`src/rtl/lsu_pkg.sv`:
```
// Shared definitions for the load/store unit: access sizes, FSM states,
// byte-lane indices and the captured-request payload.
package lsu_pkg;

    localparam int unsigned XLEN   = 32;
    localparam int unsigned LANE_W = 2;

    // Access size encoding; 2'b11 behaves as a word access.
    typedef enum logic [1:0] {
        SIZE_BYTE     = 2'b00,
        SIZE_HALF     = 2'b01,
        SIZE_WORD     = 2'b10,
        SIZE_WORD_ALT = 2'b11
    } lsu_size_e;

    // Controller states.
    typedef enum logic [2:0] {
        ST_IDLE   = 3'd0,
        ST_READ   = 3'd1,
        ST_WRITE  = 3'd2,
        ST_RMW_RD = 3'd3,
        ST_RMW_WR = 3'd4
    } lsu_state_e;

    // Byte-lane indices within a memory word (little-endian).
    localparam logic [LANE_W-1:0] LANE_0 = 2'd0;
    localparam logic [LANE_W-1:0] LANE_1 = 2'd1;
    localparam logic [LANE_W-1:0] LANE_2 = 2'd2;
    localparam logic [LANE_W-1:0] LANE_3 = 2'd3;

    // Request fields still needed after acceptance.
    typedef struct packed {
        lsu_size_e         size;
        logic              sgn;
        logic [LANE_W-1:0] lane;
        logic [XLEN-1:0]   wdata;
    } lsu_req_t;

    // Word-class sizes (10 and 11) have the upper size bit set.
    function automatic logic is_word(input lsu_size_e size);
        return size[1];
    endfunction

    // Effective lane: half ignores addr[0], word ignores addr[1:0].
    function automatic logic [LANE_W-1:0] lane_of(input lsu_size_e size,
                                                  input logic [LANE_W-1:0] addr_lo);
        case (size)
            SIZE_BYTE: return addr_lo;
            SIZE_HALF: return {addr_lo[1], 1'b0};
            default:   return LANE_0;
        endcase
    endfunction

endpackage

```
`src/rtl/lsu_align.sv`:
```
// Combinational lane extract/extend for loads and lane merge for sub-word stores.
module lsu_align
    import lsu_pkg::*;
(
    input  lsu_size_e         size,
    input  logic              sgn,
    input  logic [LANE_W-1:0] lane,
    input  logic [XLEN-1:0]   rdata,
    input  logic [XLEN-1:0]   wdata,
    output logic [XLEN-1:0]   load_c,
    output logic [XLEN-1:0]   merge_c
);

    logic [7:0]  byte_v;
    logic [15:0] half_v;

    // Select the addressed lane and zero/sign-extend it.
    always_comb begin
        byte_v = rdata[7:0];
        case (lane)
            LANE_1:  byte_v = rdata[15:8];
            LANE_2:  byte_v = rdata[23:16];
            LANE_3:  byte_v = rdata[31:24];
            default: byte_v = rdata[7:0];
        endcase
        half_v = lane[1] ? rdata[31:16] : rdata[15:0];
        case (size)
            SIZE_BYTE: load_c = {{24{sgn & byte_v[7]}}, byte_v};
            SIZE_HALF: load_c = {{16{sgn & half_v[15]}}, half_v};
            default:   load_c = rdata;
        endcase
    end

    // Overlay the store data onto the addressed lane of the old word.
    always_comb begin
        merge_c = rdata;
        case (size)
            SIZE_BYTE: begin
                case (lane)
                    LANE_1:  merge_c[15:8]  = wdata[7:0];
                    LANE_2:  merge_c[23:16] = wdata[7:0];
                    LANE_3:  merge_c[31:24] = wdata[7:0];
                    default: merge_c[7:0]   = wdata[7:0];
                endcase
            end
            SIZE_HALF: begin
                if (lane[1]) merge_c[31:16] = wdata[15:0];
                else         merge_c[15:0]  = wdata[15:0];
            end
            default: merge_c = wdata;
        endcase
    end

endmodule

```
`src/rtl/load_store_unit.sv`:
```
// Load/store unit: one request at a time into a word-wide data memory,
// sub-word stores via read-modify-write.
// Optional macro LSU_MISALIGN_TRAP_EN: trap misaligned half/word accesses
// instead of silently aligning them.
module load_store_unit
    import lsu_pkg::*;
(
    input  logic            CLK,
    input  logic            RST_n,
    input  logic            Req_valid,
    output logic            Req_ready,
    input  logic            Req_write,
    input  logic [1:0]      Req_size,
    input  logic            Req_signed,
    input  logic [XLEN-1:0] Req_addr,
    input  logic [XLEN-1:0] Req_wdata,
    output logic            Done,
    output logic [XLEN-1:0] Load_data,
    output logic            Misaligned,
    output logic [XLEN-1:0] Mem_Address,
    output logic [XLEN-1:0] Mem_Write_data,
    output logic            Mem_MemWrite,
    output logic            Mem_MemRead,
    input  logic [XLEN-1:0] Mem_Read_data
);

    lsu_state_e      state, state_nxt;
    lsu_req_t        req, req_nxt;
    lsu_size_e       size_c;
    logic            accept_c;
    logic            misalign_c;
    logic            ready_nxt, done_nxt, mis_nxt, mrd_nxt, mwr_nxt;
    logic [XLEN-1:0] ld_nxt, maddr_nxt, mwdata_nxt;
    logic [XLEN-1:0] load_c, merge_c;

    assign size_c   = lsu_size_e'(Req_size);
    assign accept_c = Req_valid && Req_ready;

`ifdef LSU_MISALIGN_TRAP_EN
    assign misalign_c = ((size_c == SIZE_HALF) && Req_addr[0]) ||
                        (is_word(size_c) && (Req_addr[1:0] != 2'b00));
`else
    assign misalign_c = 1'b0;
`endif

    lsu_align u_align (
        .size    (req.size),
        .sgn     (req.sgn),
        .lane    (req.lane),
        .rdata   (Mem_Read_data),
        .wdata   (req.wdata),
        .load_c  (load_c),
        .merge_c (merge_c)
    );

    // Next state and next values of every registered output.
    always_comb begin
        state_nxt  = state;
        req_nxt    = req;
        ready_nxt  = 1'b0;
        done_nxt   = 1'b0;
        mis_nxt    = 1'b0;
        ld_nxt     = Load_data;
        maddr_nxt  = '0;
        mwdata_nxt = '0;
        mrd_nxt    = 1'b0;
        mwr_nxt    = 1'b0;
        case (state)
            ST_IDLE: begin
                ready_nxt = 1'b1;
                if (accept_c) begin
                    req_nxt.size  = size_c;
                    req_nxt.sgn   = Req_signed;
                    req_nxt.lane  = lane_of(size_c, Req_addr[1:0]);
                    req_nxt.wdata = Req_wdata;
                    if (misalign_c) begin
                        mis_nxt  = 1'b1;
                        done_nxt = 1'b1;
                    end else begin
                        ready_nxt = 1'b0;
                        maddr_nxt = {Req_addr[XLEN-1:2], 2'b00};
                        if (!Req_write) begin
                            state_nxt = ST_READ;
                            mrd_nxt   = 1'b1;
                        end else if (is_word(size_c)) begin
                            state_nxt  = ST_WRITE;
                            mwr_nxt    = 1'b1;
                            mwdata_nxt = Req_wdata;
                        end else begin
                            state_nxt = ST_RMW_RD;
                            mrd_nxt   = 1'b1;
                        end
                    end
                end
            end
            ST_READ: begin
                state_nxt = ST_IDLE;
                ready_nxt = 1'b1;
                done_nxt  = 1'b1;
                ld_nxt    = load_c;
            end
            ST_RMW_RD: begin
                state_nxt  = ST_RMW_WR;
                maddr_nxt  = Mem_Address;
                mwr_nxt    = 1'b1;
                mwdata_nxt = merge_c;
            end
            ST_WRITE, ST_RMW_WR: begin
                state_nxt = ST_IDLE;
                ready_nxt = 1'b1;
                done_nxt  = 1'b1;
            end
            default: begin
                state_nxt = ST_IDLE;
                ready_nxt = 1'b1;
            end
        endcase
    end

    // State, captured request and registered outputs.
    always_ff @(posedge CLK or negedge RST_n) begin
        if (!RST_n) begin
            state          <= ST_IDLE;
            req            <= '0;
            Req_ready      <= 1'b1;
            Done           <= 1'b0;
            Misaligned     <= 1'b0;
            Load_data      <= '0;
            Mem_Address    <= '0;
            Mem_Write_data <= '0;
            Mem_MemRead    <= 1'b0;
            Mem_MemWrite   <= 1'b0;
        end else begin
            state          <= state_nxt;
            req            <= req_nxt;
            Req_ready      <= ready_nxt;
            Done           <= done_nxt;
            Misaligned     <= mis_nxt;
            Load_data      <= ld_nxt;
            Mem_Address    <= maddr_nxt;
            Mem_Write_data <= mwdata_nxt;
            Mem_MemRead    <= mrd_nxt;
            Mem_MemWrite   <= mwr_nxt;
        end
    end

endmodule

```
`config.mk`:
```
export PLATFORM = sky130hd
export DESIGN_NAME = load_store_unit
export DESIGN_NICKNAME = d
export VERILOG_FILES = /design/src/rtl/lsu_pkg.sv /design/src/rtl/lsu_align.sv /design/src/rtl/load_store_unit.sv
export SDC_FILE = /design/constraint.sdc
export NUM_CORES = 1
export LEC_CHECK = 0
export CAP_MARGIN = 25
export CORE_UTILIZATION = 51
export DETAILED_ROUTE_END_ITERATION = 12
export PLACE_DENSITY = 0.88
export SYNTH_ARGS = -nofsm -noshare
export SYNTH_HDL_FRONTEND = slang
export SYNTH_HIERARCHICAL = 1
export SYNTH_SLANG_ARGS = --single-unit
```
`constraint.sdc`:
```
create_clock -name CLK -period 4.3 [get_ports CLK]
set_input_delay 0.645 -clock CLK [delete_from_list [all_inputs] [get_ports CLK]]
set_output_delay 0.645 -clock CLK [all_outputs]
set_load 0.01 [all_outputs]
```
# After elaboration in Yosys (flattened, before gate mapping)
# Index checks and enable logic that the tools add are counted.
totals:
  reg_bits: 140
  mem_bits_rw: 0
  mem_bits_ro: 0
  wordCells: 63
  n_memories: 0
  output_inout_bits: 101
  latch_bits: 0
  input_bits: 103
op_classes:
  mux: 32
  magnitude_cmp: 0
  bitwise: 2
  n_div: 0
  n_reduce_logical: 7
  n_mul: 0
  n_addsub: 0
  shift: 0
  eq_ne: 10
op_table:
  columns: ["cell", "count"]
  rows:
  - ["$pmux 32 s2", 4]
  - ["$mux 32", 4]
  - ["$mux 16", 3]
  - ["$mux 8", 4]
  - ["$pmux 8 s3", 1]
  - ["$mux 1", 10]
  - ["$eq 2x1->1 const B", 3]
  - ["$eq 3x2->1 const B", 2]
  - ["$pmux 3 s2", 1]
  - ["$reduce_or 3->1", 2]
  - ["$eq 2x2->1 const B", 2]
  - ["$logic_not 2->1", 2]
  - ["$pmux 1 s2", 2]
  - ["$pmux 2 s2", 1]
  - ["$eq 3x1->1 const B", 1]
  - ["$eq 3x3->1 const B", 1]
  - ["$logic_not 3->1", 1]
  - ["$mux 3", 1]
  - ["$and 1x1->1", 2]
  - ["$mux 2", 1]
  - ["$ne 2x2->1 const B", 1]
  - ["$reduce_and 2->1", 1]
  - ["$logic_and 1x1->1", 1]

# Longest topological paths before layout
logic_depth:
  ltp_word: 5
  mapped_depth: 7

# Cells and area by module
# The synthesis kept the hierarchy.
by_module_without_submodules:
  columns: ["mod", "area_each_um2", "instances", "cells_each"]
  rows:
  - ["load_store_unit", 5147.4, 1, 314]
  - ["lsu_align", 1712.9, 1, 236]

# Worst setup path after synthesis
# OpenSTA, ideal clock, no wires.
synth_timing:
  path_type: "input port to flip-flop"
  start: "input Mem_Read_data[15]"
  end: "register Load_data[8]"
  path_stages: 5
  slack_ns: 2.450
  arrival_ns: 1.722
  setup_ns: 0.127
  n_path_buf: 1
  path_cell_list: "mux2_2 -> a32oi_4 -> buf_4 -> nand3_1 -> mux2_1"
synth_between:
  elab_chain_cells: 3
synth_rtl:
  columns: ["item", "line", "rtl"]
  rows:
  - ["from (decl)", "load_store_unit.sv:24", "input logic [XLEN-1:0] Mem_Read_data"]
  - ["$pmux 8 s3", "lsu_align.sv:20", "case (lane)"]
  - ["$and 1x1->1", "lsu_align.sv:28", "SIZE_BYTE: load_c = {{24{sgn & byte_v[7]}}, byte_v};"]
  - ["$pmux 32 s2", "lsu_align.sv:27", "case (size)"]
  - ["named net load_c[8]", "load_store_unit.sv:34", "logic [XLEN-1:0] load_c, merge_c;"]
  - ["to (signal assigned)", "load_store_unit.sv:139", "Load_data <= ld_nxt;"]
  - ["to (decl)", "load_store_unit.sv:18", "output logic [XLEN-1:0] Load_data,"]
# The timed path passes the listed nets, and every way through them passes these cells.
# A chain may end at the register's enable or synchronous reset.

# Worst setup path after layout
layout_timing:
  start: "register req[36] (netlist bit)"
  end: "register Load_data[8]"
layout_between:
  elab_chain_cells: 2
  word_cells_on_any_way: 3
  cone_classes: "1 x eq/ne; 1 x mux; 1 x reduce/logical"
layout_rtl:
  columns: ["item", "line", "rtl"]
  rows:
  - ["from (decl)", "load_store_unit.sv:28", "lsu_req_t req, req_nxt;"]
  - ["from (signal assigned)", "load_store_unit.sv:135", "req <= req_nxt;"]
  - ["$eq 2x1->1 or $logic_not 2->1 (tied branches)", "lsu_align.sv:27", null]
  - ["$pmux 32 s2 *", "lsu_align.sv:27", null]
  - ["named net load_c[8]", "load_store_unit.sv:34", null]
# Mark *: on every way through the listed nets, which the timed path passes. The rest lies on a longest branch.

==> run metrics <==
switching share of power=roughly a third; GPL Wtd Cong=0.899; post-synthesis area per instance=between 10 and 15 µm²; Seq pwr share=37.0%; Post-CTS Setup Bufs=0; I/O Pins=between 200 and 250; routed vias=5463; gr busiest metal=met2; Ys Warns=6; Least-Margin Pin Slew=between 0.8 and 0.9 ns; crit-path cells=buf_4 -> and4bb_1 -> a32oi_4 -> nand3_1 -> mux2_1; detailed placer's ending HPWL=roughly 14000 µm; combinational cell fraction of total power=36.3%; CTS tree=done; vias in the first global route=around 5600; grt met1 use=between 30% and 40%; Post-Syn Area=6860 µm²; Filler cells=930; EDFF count, synth=0; Worst path max stage delay=0.81 ns; Nets=833; final setup vio count=0; Slew Viols, Final=0; Post-Syn Instances=550; Distinct cells, synth=47; Main synth FF type=dfrtp_1; initial core utilization=52.0%; Max-slew headroom=40.0%; grt met2 use=46.7%; Yosys top cell area share=50.0%; Finished Cell Area=9410 µm²; cell-internal power=3.57 mW; clk root buf=clkbuf_16; Cell Rows=42; share of cells above drive strength 1=a little over a fifth; sequential share of the synthesized area=50.4%; gr usage total=between 20% and 30%; PD cells=around 560 nW/µm²; Hold Violations, Final=0; Synth area leader=dfrtp_1; DR vias/cell=around 5.9; Vert. Die Dim=118 µm; largest net degree at the start of global routing=83; RSZ-0062 raised after global routing=false; WP data arrival=3.03 ns; M3 GR Usage=7.75%; Avg WL per Cell=21.4 µm; multi-input logic area=3050 µm²; Worst VDD drop=0.000295 V; drt pass-1 iters=5; crit path time final=~2.7 ns; crit start category=flip-flop; Total Die Area=13900 µm²; chip width=118 µm; core area=~13000 µm²; final WL=19700 µm; Setup TNS=0 ns; Layout Utilization=71.3%; Clk pwr share=between 20% and 30%; static leakage=4.13 nW; # port buffers=200; initial DRC count=477; Final Cycle Share=63.8%; Clk Latency, worst-skew pair=approximately 0.41 ns; required time of the critical path=4.59 ns; first-pass GRT wire length=30800 µm; area delta synth->final=37.2%; fmax=364 MHz; CP max FO=31; library cell with the highest instance count after synthesis=dfrtp_1; Crit-path slowest cell=dfrtp_1; sequential cell area=3450 µm²; Yosys reg bits=between 100 and 150; clock tree buffer depth=2; GRT Residual Overflow=0; H-tree levels=4; FF-to-FF setup slack=1.56 ns; Post-synth ARST share=100%; Post-route DRC=0; P_sw=1.68 mW; CTS buffer count=17; CTS sink cnt=138; Max Cap Viol=0; DP Area=8820 µm²; most frequent cells after synthesis=137 x dfrtp_1, 82 x mux2_2, 41 x mux2i_1; hold slack=approximately 0.25 ns; post_cts resized=0; Worst Clk Skew=0.00766 ns; synth top area cells=dfrtp_1 50%, mux2_2 13%, mux2i_1 6.0%; status=finished clean; n_diodes=0; Pwr Total=5.25 mW; crit end category=flip-flop; Final ANT Viol Nets=0; Hold-fix buffers, CTS=0; CP Class=flip-flop to flip-flop; initial antenna violation count=0; CTS clk-pin slew, worst paths=roughly 0.060 ns; Min-Delay Path Class=input port to asynchronous set/reset pin
-- critical path: cells and delay by family, from the launching register on --
| kind | cells | cell delay [ns] |
|---|---|---|
| and+or+nand+nor | 2 | 0.45 |
| AOI/OAI and AO/OA | 1 | 0.59 |
| DFF | 1 | 0.81 |
| muxes | 1 | 0.33 |
| buffers and inverters | 1 | 0.43 |
-- path summary, 6_finish.rpt --
path / startpoint / to / cells after the start
worst min-delay path: RST_n / req[22] / 1
min in group CLK: Load_data[22] / Load_data[22] / 1
max in group asynchronous: RST_n / Mem_Write_data[19] / 2
worst max register to register: req[36] / Load_data[8] / 5
worst min register to register: Load_data[22] / Load_data[22] / 1
worst max-delay path: req[36] / Load_data[8] / 5
-- cell families after synthesis --
group	synth area share (%)
other cells	0.0547
mux	20.0
xor+xnor	0.128
buf+inv	5.38
simple gates	8.77
flops	50.4
compound gates	15.3
-- power groups by stage --
stage	Clock, mW	Sequential [mW]	Combinational [mW]
after floorplan	0	1.93	1.12
after global placement	0	1.93	1.82
after detailed placement	0	1.95	1.88
after CTS	1.43	1.94	1.89
after global routing	1.48	1.98	2.04
final	1.40	1.94	1.91
-- final cells by class --
type	count	share of cell area [%]
inverter	4	0.160
clock inverter	8	0.997
sequential	138	36.7
clock buffer	24	5.01
multi-input combinational	358	32.4
tap	176	2.34
timing repair buffer	211	22.3
-- cells in the final DEF (no fill, tap or decap), types with 5 or more instances in the layout --
cell             netlist  final
and3_1                 7      7
clkdlybuf4s50_1        0    199
a32o_1                 7      7
nand3_1               33     33
dfrtp_1              137    137
a221o_1                8      8
clkbuf_16              0     17
a22o_2                24     24
a22o_1                38     38
o21ai_0               10     10
clkinv_2               0      5
o221ai_1              16     16
mux2_2                82     82
nand2_1               34     34
a211o_1                7      7
mux2i_1               41     41
nor2_1                 9      8
buf_4                 12      9
clkbuf_1               9      5
-- sequential cells by signal (all words and copies together), names as in the netlist --
register / count
Mem_MemWrite: 1
Mem_Write_data: 32
req: 37
state: 3
Mem_MemRead: 1
Done: 1
Mem_Address: 30
Load_data: 32
Req_ready: 1
-- metal layers --
layer  up-vias  part of all wire [%]
met2       282                    48
li1       2411                     -
met4         0                   3.4
met5         -                     0
met1      2722                    41
met3        48                   7.5
-- stage by stage --
step,setup slack (ns),cells
after floorplan,2.45,552
after global placement,1.54,884
after detailed placement,1.50,885
after CTS,1.60,917
after global routing,1.36,919
final,1.56,919
Note: power is estimated with default switching activity, not from simulation.
==> edit 1 (same settings) <==
The 5 states of `lsu_state_e` get a Gray code encoding in 3 bits.
--- a/src/rtl/lsu_pkg.sv
+++ b/src/rtl/lsu_pkg.sv
@@ -17,7 +17,7 @@
     typedef enum logic [2:0] {
-        ST_IDLE   = 3'd0,
-        ST_READ   = 3'd1,
-        ST_WRITE  = 3'd2,
-        ST_RMW_RD = 3'd3,
-        ST_RMW_WR = 3'd4
+        ST_IDLE   = 3'b000,
+        ST_READ   = 3'b001,
+        ST_WRITE  = 3'b011,
+        ST_RMW_RD = 3'b010,
+        ST_RMW_WR = 3'b110
     } lsu_state_e;
Function: same outputs for any inputs over 4 cycles, from zero or initial values and one cycle with RST_n low; so few cycles prove little.
==> edit 1 against the original RTL <==
Routed wire length rose by 3.0%; critical path type unchanged; largest power group is now combinational cells; count of clock-buffer cells in the layout shrank 6; total power grew 31%; area after synthesis fell by 1.4%; setup slack worse by 0.075 ns; sequential cell count stayed put; final area shrank 0.33%.
==> edit 1: results (changes against the original RTL) <==
Cells and area
  • Ant. Diodes: 0 (unchanged)
  • Top flop regs: req (37), Load_data (32), Mem_Write_data (32)
  • Number of fillers in the final layout: 823 (-12%)
  • Fraction of layout cells with a size suffix above 1: 0.189 (-0.0264)
  • Nets: 831 (-0.24%)

Status
  • Status: completed

Min path
  • Hold Path Class: primary input to async pin

CTS
  • Max H-tree Level: 4 (unchanged)
  • Clock transition at path regs: 0.06 ns (about the same)
  • CTS Buf Count: 17 (unchanged)
  • Clock tree buffer depth: 2 (unchanged)
  • Post-CTS sizing: 0 (unchanged)
  • Clock root buffer: clkbuf_16
  • Post-CTS Setup Bufs: 0 (unchanged)
  • Worst skew pair latency: 0.43 ns (+0.02 ns)

Logic synthesis
  • Yosys synthesis warning count: 6 (unchanged)
  • Most frequent cells after synthesis: dfrtp_1 (137), mux2_2 (82), a22o_1 (62)
  • Asr flop ratio synth: 1.00 (unchanged)
  • Area contributors post-synth: dfrtp_1 (51%), mux2_2 (14%), a22o_1 (8.0%), mux2i_1 (6.2%), nand3_1 (2.5%)
  • Synth cell types: 45 (-4.3%)
  • Register area share after synthesis: 0.511 (+0.00736)

STA
  • Clk_skew: 0.00787 ns (+0.000210 ns)
  • Slew at the pin with the worst max-slew slack: 0.952 ns (+0.0543 ns)
  • Final hold vios: 0 (unchanged)

Placed design
  • Number of port buffers: 200 (unchanged)
  • Pre-CTS WS: 1.50 ns (-0.00288 ns)
  • Hpwl dp: 14000 um (+1.6%)
  • Dpl cell area: 0.00877 mm^2 (-0.48%)
  • GPL Wtd Cong: 0.875 (-2.7%)

Power and ir drop
  • P_int: 4.41 mW (+23%)
  • VDD IR max: 0.000357 V (+21%)
  • Leakage Power: 4.10 nW (-0.89%)

Setup path
  • Critical-path top delay cell: a32oi_4
  • Max incr delay on CP: 0.75 ns (-0.06 ns)
  • Crit path DAT: 3.13 ns (+0.10 ns)
  • Crit Path Max Fanout: 34 (+9.7%)

Detailed routing
  • DR WL/cell: 22.2 um (+3.6%)
  • 1st-iter DRT viols: 683 (+43%)
  • Number of vias per cell: 6.16 (+3.7%)
  • Drt pass-1 iters: 5 (unchanged)

Global route
  • Total GRT Usage: 0.309 (+0.0189)
  • Largest net degree at the start of global routing: 115 (+39%)
  • First-pass GRT wire length: 30800 um (about the same)
  • Initial antenna violation count: 0 (unchanged)
  • Vias in the first global route: 5696 (+1.9%)

Run
  • Max_cap viols: 0 (unchanged)
edit 1: final timing paths:
check	end	slack, ns	from	depth (start not counted)
setup reg to reg	Load_data[19]$_DFFE_PN0N_	1.48	req[36]$_DFFE_PN0P_	5
hold / removal	Mem_Write_data[22]$_DFF_PN0_	0.17	RST_n	1
setup / recovery	Load_data[19]$_DFFE_PN0N_	1.48	req[36]$_DFFE_PN0P_	5
hold reg to reg	req[20]$_DFFE_PN0P_	0.51	req[20]$_DFFE_PN0P_	1
min in group CLK	req[20]$_DFFE_PN0P_	0.51	req[20]$_DFFE_PN0P_	1
max in group asynchronous	Load_data[1]$_DFFE_PN0N_	3.07	RST_n	3
edit 1: cells by family after synthesis:
kind of cell,after synthesis,share of synthesized area
AOI/OAI and AO/OA,116,0.149
buffers and inverters,56,0.0470
DFF,138,0.511
muxes,128,0.206
other,1,0.000555
and+or+nand+nor,109,0.0862
edit 1: area by class of cell:
| cell class | instances | area (um^2) | share of cell area |
|---|---|---|---|
| multi-input cells | 356 | 3010 | 0.321 |
| well taps | 172 | 215 | 0.0229 |
| flip-flops and latches | 138 | 3450 | 0.368 |
| inverters | 4 | 15.0 | 0.00160 |
| clock buffers | 18 | 429 | 0.0458 |
| repair buffers | 211 | 2110 | 0.225 |
| clock inverters | 14 | 148 | 0.0157 |
edit 1: per-layer routing:
layer  global-route usage  up-vias  wire (um)
li1                     -     2408          -
met3               0.0989       79       1990
met2                0.473      393       9700
met5                    0        -          0
met1                0.395     2746       7740
met4                0.157        0        829
edit 1: stage by stage:
| step | util | cells |
|---|---|---|
| 2_1_floorplan | - | 550 |
| 3_3_place_gp | 0.687 | 880 |
| 3_5_place_dp | 0.687 | 880 |
| 4_1_cts | 0.732 | 912 |
| 5_1_grt | 0.734 | 913 |
| 6_report | 0.734 | 913 |
edit 1: power groups by stage:
stage	clock [mW]	sequential [mW]	combinational, mW
6_report	1.43	2.33	3.14
5_1_grt	1.51	2.38	3.35
4_1_cts	1.45	2.32	3.12
3_5_place_dp	0	2.32	3.09
3_3_place_gp	0	2.29	2.99
2_1_floorplan	0	2.32	1.83
edit 1: critical path, delay by kind of cell (launching register included):
family	cells	cell delay, ns
DFF	1	0.73
and+or+nand+nor	2	0.44
buffers and inverters	1	0.45
AOI/OAI and AO/OA	1	0.75
muxes	1	0.33
==> edit 2 (same flow settings) <==
Without the edit above. The option `LSU_MISALIGN_TRAP_EN` is turned on by a define.
--- a/src/rtl/load_store_unit.sv
+++ b/src/rtl/load_store_unit.sv
@@ -4,2 +4,4 @@
 // instead of silently aligning them.
+`define LSU_MISALIGN_TRAP_EN
+
 module load_store_unit
Check against the original RTL: not equivalent (Yosys sat finds a counterexample within 4 cycles, from zero or initial values and one cycle with RST_n low).
==> edit 2 against the original RTL <==
Critical path depth grew 1; global-route usage grew 1.1 points; sequential power shrank 9%; area after synthesis shrank 0.36%; sequential cell count grew 1; setup slack lost 0.094 ns; non-clock buffer count grew 2; sequential share of layout area shrank 0.37 points; routed wire length grew 3.5%; total power shrank 9.5%; final area grew 1.8%; die area shrank 0.36%; critical endpoint is now Load_data[15]$_DFFE_PN0P_; largest power group unchanged; highest routed layer unchanged.
==> edit 2: results (changes against the original RTL) <==
Global route
  • Total GRT Usage: 0.301 (+0.0107)
  • GR Util met1: 0.386 (+0.0220)
  • Met3 GRT Util: 0.0819 (+0.00436)
  • Largest net degree at the start of global routing: 112 (+35%)
  • Met2 Use GR: 0.470 (+0.00331)

Placed design
  • GPL Wtd Cong: 0.987 (+9.8%)
  • Hpwl dp: 13900 um (+1.2%)
  • Placed insts: 884 (-0.11%)
  • Number of port buffers: 201 (+0.50%)
  • Pre-CTS WS: 1.51 ns (+0.0126 ns)

Setup path
  • Worst R2R Path Depth: 6 (+1)
  • Reg-to-Reg End: Load_data[15]$_DFFE_PN0P_
  • Max incr delay on CP: 0.77 ns (-0.04 ns)
  • Crit Path Max Fanout: 32 (+3.2%)

Detailed routing
  • Met2 wire len: 9620 um (+1.0%)
  • Number of vias per cell: 6.18 (+3.9%)
  • Met1 Routed Length: 8020 um (+0.35%)

Logic synthesis
  • Area contributors post-synth: dfrtp_1 (51%), mux2_2 (13%), a22o_1 (7.9%), mux2i_1 (6.0%), nand3_1 (2.4%)
  • Post-synthesis mux area share: 0.207 (+0.00677)
  • Synth cell types: 46 (-2.1%)
  • Xor and xnor area share after synthesis: 0.00128 (+0.00000467)
  • Gate Count Post-Synth: 552 (+0.36%)
  • Synth Area in Compound Gates: 0.152 (-0.00109)
  • Most frequent cells after synthesis: dfrtp_1 (138), mux2_2 (77), a22o_1 (62)

STA
  • Slew at the pin with the worst max-slew slack: 1.06 ns (+0.158 ns)

Power and ir drop
  • Comb pwr: 1.41 mW (-26%)
  • Power per Cell Area: 496 mW/mm^2 (-11%)
  • P_clk: 1.57 mW (+12%)

Status
  • Status: completed
edit 2: cell type report:
| type | instances | area [um^2] |
|---|---|---|
| fill | 847 | 3250 |
| sequential | 139 | 3480 |
| timing repair buffer | 213 | 2150 |
| clock inverter | 11 | 165 |
| clock buffer | 21 | 480 |
| inverter | 3 | 11.3 |
| multi-input combinational | 360 | 3070 |
| tap | 172 | 215 |
edit 2: worst max-delay path by stage:
stage	startpoint	end	slack (ns)	cells after the start
after floorplan	Req_ready$_DFF_PN1_	req[10]$_DFFE_PN0P_	2.33	5
after global placement	req[36]$_DFFE_PN0P_	Load_data[10]$_DFFE_PN0P_	1.63	6
after detailed placement	Mem_Read_data[31]	Load_data[22]$_DFFE_PN0P_	1.51	5
after CTS	req[36]$_DFFE_PN0P_	Load_data[15]$_DFFE_PN0P_	1.48	6
after global routing	req[36]$_DFFE_PN0P_	Load_data[15]$_DFFE_PN0P_	1.32	6
final	req[36]$_DFFE_PN0P_	Load_data[15]$_DFFE_PN0P_	1.46	6
